<file path="src/rtl/proc_pkg.sv">
// proc_pkg: datapath widths and ALU opcodes shared with the controller
package proc_pkg;
  localparam int WIDTH = 10;
  localparam int NREGS = 4;
  typedef enum logic [3:0] {
    ALU_ADD  = 4'd0,
    ALU_SUB  = 4'd1,
    ALU_INV  = 4'd2,
    ALU_FLP  = 4'd3,
    ALU_AND  = 4'd4,
    ALU_OR   = 4'd5,
    ALU_XOR  = 4'd6,
    ALU_LSL  = 4'd7,
    ALU_LSR  = 4'd8,
    ALU_ASR  = 4'd9,
    ALU_PASS = 4'd10
  } alu_op_t;
endpackage

</file>
<file path="src/rtl/datapath_alu.sv">
// datapath_alu: combinational ALU on accumulator A and bus operand B
module datapath_alu #(
  parameter int WIDTH = proc_pkg::WIDTH
) (
  input  logic [WIDTH-1:0] a,
  input  logic [WIDTH-1:0] b,
  input  logic [3:0]       op,
  output logic [WIDTH-1:0] y
);
  import proc_pkg::*;
  alu_op_t o;
  assign o = alu_op_t'(op);
  // shift operators already yield 0 (or sign fill for ASR) once b reaches WIDTH
  always_comb begin
    y = '0;
    case (o)
      ALU_ADD:  y = a + b;
      ALU_SUB:  y = a - b;
      ALU_INV:  y = -b;
      ALU_FLP:  y = ~b;
      ALU_AND:  y = a & b;
      ALU_OR:   y = a | b;
      ALU_XOR:  y = a ^ b;
      ALU_LSL:  y = a << b;
      ALU_LSR:  y = a >> b;
      ALU_ASR:  y = $signed(a) >>> b;
      ALU_PASS: y = b;
      default:  y = '0;
    endcase
  end
endmodule

</file>
<file path="src/rtl/processor_datapath.sv">
// processor_datapath: shared bus, register file, A/G/IR registers and step counter
module processor_datapath #(
  parameter int WIDTH = proc_pkg::WIDTH,
  parameter int NREGS = proc_pkg::NREGS
) (
  input  logic             clk,
  input  logic             rst,
  input  logic [WIDTH-1:0] Data,
  input  logic [WIDTH-1:0] IMM,
  input  logic             Ext,
  input  logic             Gout,
  input  logic             Iout,
  input  logic             ENR,
  input  logic             ENW,
  input  logic             Ain,
  input  logic             Gin,
  input  logic             IRin,
  input  logic             Clr,
  input  logic [1:0]       Rin,
  input  logic [1:0]       Rout,
  input  logic [3:0]       ALUcont,
  output logic [WIDTH-1:0] IR,
  output logic [1:0]       timestep,
  output logic [WIDTH-1:0] Bus,
  output logic             BusErr,
  output logic             Zero,
  output logic             Neg
);
  logic [WIDTH-1:0] r [NREGS];
  logic [WIDTH-1:0] a, g, alu_y;
  assign Bus = Ext ? Data : Gout ? g : Iout ? IMM : ENR ? r[Rout] : '0;
  datapath_alu #(.WIDTH(WIDTH)) u_alu (.a(a), .b(Bus), .op(ALUcont), .y(alu_y));
  // all loads sample the same pre-edge bus value; reset clears everything at once
  always_ff @(posedge clk or posedge rst) begin
    if (rst) begin
      for (int i = 0; i < NREGS; i++) r[i] <= '0;
      a        <= '0;
      g        <= '0;
      IR       <= '0;
      timestep <= '0;
      Zero     <= 1'b0;
      Neg      <= 1'b0;
      BusErr   <= 1'b0;
    end else begin
      if (ENW) r[Rin] <= Bus;
      if (Ain) a <= Bus;
      if (Gin) begin
        g    <= alu_y;
        Zero <= alu_y == '0;
        Neg  <= alu_y[WIDTH-1];
      end
      if (IRin) IR <= Data;
      timestep <= Clr ? 2'd0 : timestep + 2'd1;
      BusErr   <= BusErr | ($countones({Ext, Gout, Iout, ENR}) > 1);
    end
  end
endmodule

</file>
<file path="config.mk">
export PLATFORM = sky130hd
export DESIGN_NAME = processor_datapath
export DESIGN_NICKNAME = d
export VERILOG_FILES = /design/src/rtl/proc_pkg.sv /design/src/rtl/datapath_alu.sv /design/src/rtl/processor_datapath.sv
export SDC_FILE = /design/constraint.sdc
export NUM_CORES = 1
export LEC_CHECK = 0
export ABC_AREA = 0
export BUFFER_PORTS_ARGS = -buffer_cell sky130_fd_sc_hd__buf_4
export CORE_MARGIN = 2
export CORE_UTILIZATION = 25
export DETAILED_ROUTE_END_ITERATION = 6
export PLACE_DENSITY_LB_ADDON = 0.12
export SLEW_MARGIN = 5
export SYNTH_ARGS = -nofsm -noshare
export SYNTH_HDL_FRONTEND = slang
export SYNTH_SLANG_ARGS = --single-unit
</file>
<file path="constraint.sdc">
create_clock -name clk -period 5.7 [get_ports clk]
set_clock_uncertainty 0.15 [all_clocks]
set_input_delay 0.57 -clock clk [delete_from_list [all_inputs] [get_ports clk]]
set_output_delay 0.57 -clock clk [all_outputs]
set_load 0.02 [all_outputs]
</file>
==> flow_metrics.tcl <==
set metrics [dict create \
    start_kind "input port" \
    syn_to_final_growth_pct 17.2 \
    synth-simple-area-share 0.180 \
    ys_warn_count 0 \
    yosys-top-cells-area "dfrtp_1, o21ai_0, nand2_1" \
    antenna_found_initial 0 \
    drcViolationCount 0 \
    firstDrtPassIters 6 \
    cp.depth 15 \
    synth_adder_area_share 0.0679 \
    crit_slowest_cell "a221oi_1" \
    cts_root_buf "clkbuf_16" \
    drive_gt1_frac 0.170 \
    routed_wl_mm 25.2 \
    initial_core_util 0.255 \
    fp.dieW_um 162 \
    fin_crit_ns 4.57 \
    drt-wirelength-per-cell_um 22.3 \
    critPathMaxFanout 12 \
    required_ns 5.80 \
    synth_nets 836 \
    portBuffers 63 \
    avgSynthCellArea_um2 8.14 \
    place.detailed.instances 1113 \
    relSlewSlack 0.331 \
    num_vias 6138 \
    htreeDepth 3 \
    synth-edff-count 0 \
    fp-row-count 57 \
    synth_compound_area_frac 0.287 \
    core_area_um2 24400 \
    syn_inst 765 \
    finalCritPeriodShare 0.802 \
    setup_ws_ns 1.13 \
    die_height_um 162 \
    status "completed" \
    slew_viol_final 0 \
    grt.total_usage 0.195 \
    tritoncts "done" \
    p_leak_nw 3.10 \
    maxCapViolations 0 \
    tightest_slew_ns 0.992 \
    final.setup.tns_ns 0 \
    synth.top_cells.by_count "nand2_1, o21ai_0, dfrtp_1" \
    cts_resized 0 \
    synth-seq-area-share 0.297 \
    ant_nets 0 \
    cts_inserted_buffers 9 \
    grt_pass1_wl_mm 38.7 \
    cts_setup_buffers 0 \
    gp_congestion 0.950 \
    synth_mux_area_frac 0.0854 \
    cp_top_family "compound AO/OA/AOI/OAI gates" \
    cts_sinks 74 \
    worstRegToRegCells 14 \
    total_power_w 0.00215 \
    power_density_nw_per_um2 294 \
    final_nets 871 \
    instances_no_fill 1128 \
    max_freq_ghz 0.219 \
    grt_start_max_net_pins 75 \
    yosysUniqueCellTypes 78 \
    worstSetupEndpointType "flop" \
    netlist.area_leader.share 0.297 \
    grt_setup_unrepaired "no" \
    grt-ovfl-total 0 \
    dpl.hpwl_mm 18.7 \
    insertedDiodeCount 0 \
    drt-initial-drc-count 428 \
    syn_area_um2 6230 \
    hold_depth 2 \
    finalSetupViolCount 0 \
    yosys_register_bits 74 \
    synth_top_family_by_area "compound AO/OA/AOI/OAI gates" \
    irDropWorstVdd_v 0.000110 \
    path_class "input port to flop" \
    synth_top_area_cell "dfrtp_1" \
    insertion_delay_ns 0.36 \
    crit_buf_inv 1 \
    grt_pass1_vias 5968 \
    synth_ff_type "dfrtp_1" \
    dieArea_um2 26200 \
    ctsHoldBuffers 0 \
    clkSlewWorstSetupHoldPaths_ns 0.07 \
    cp_cell_sequence "buf_4 > mux2_4 > a221o_1 > a21oi_4 > ha_1 > a21o_1 > a21oi_1 > o211ai_1 > a21o_1 > a21oi_1 > xor2_1 > o221ai_1 > a221oi_1 > nand4_1 > o41ai_2" \
    vias_per_cell 5.44 \
    boundaryPins 64 \
    max_stage_delay_ns 0.52 \
    synthArstFlopShare 1.00 \
    worst_hold_path_type "input port to flop" \
    post-place-ws_ns 0.847 \
    yosysMostFrequentCell "nand2_1" \
    arrival_ns 4.67 \
    clk_path_buf_depth 2 \
    hold_violations 0 \
    synthXorXnorAreaFrac 0.0225 \
]
final cells by class:
cell class                      count  area [µm²]
Timing Repair Buffer               79         593
Clock buffer                        9         225
Inverter                           34         129
Tap cell                          324         405
Fill cell                        2688       17100
Sequential cell                    74        1850
Multi-Input combinational cell    602        4010
Clock inverter                      6        90.1
final timing paths:
check                      slack [ns]           to        start
max                              1.13         Zero      Rout[1]
min                              0.21  timestep[1]          Clr
max reg2reg                      1.20         Zero        r[21]
min reg2reg                      0.31  timestep[0]  timestep[0]
max in group asynchronous        4.39         a[5]          rst
min in group asynchronous        0.38         r[9]          rst
flip-flops by register name, indices dropped and copies added (netlist names):
name / flops
timestep: 2
IR: 10
Neg: 1
BusErr: 1
g: 9
Zero: 1
a: 10
r: 40
layout by cell type, fill, tap and decap left out, drive strengths merged, types with 8 or more instances in the layout:
cell    netlist  layout
mux2i        16      16
nand3        13      13
o21ai        75      75
buf          18      79
nor3         19      19
ha           29      29
a31oi        14      14
nand2        97      97
o221ai        8       8
a21oi        47      47
a21o         11      11
a22oi         9       9
dfrtp        74      74
o22ai         8       8
a211oi       21      21
mux2         24      24
inv          34      34
o211ai       11      11
clkbuf       37       9
xnor2        12      12
nor2         71      71
cells by family after synthesis:
kind of cell	Yosys count
DFF	74
and+or+nand+nor	246
buffers and inverters	89
AOI/OAI and AO/OA	264
adders and majority gates	32
muxes	44
xor gates and xnor gates	16
report_power, final:
group | leakage, nW | switching, W | internal (W)
clock network | 0.152 | 0.000249 | 0.000383
logic | 2.05 | 0.000504 | 0.000316
registers | 0.906 | 0.0000840 | 0.000610
metrics by stage:
step                      instance area [µm²]  utilization  hold slack (ns)
after global routing                     7300        0.299            0.215
after floorplan                          6230            -            0.292
after CTS                                7300        0.299            0.204
after global placement                   6990        0.286            0.305
after detailed placement                 6990        0.286            0.308
final                                    7300        0.299            0.212
routing by layer:
| metal | up-vias | share of wire | track usage |
|---|---|---|---|
| met5 | - | 0 | 0 |
| met4 | 0 | 0.025 | 0.0623 |
| met3 | 43 | 0.057 | 0.0301 |
| li1 | 2887 | - | - |
| met2 | 227 | 0.45 | 0.309 |
| met1 | 2981 | 0.47 | 0.274 |
(Power assumes the default switching activity.)
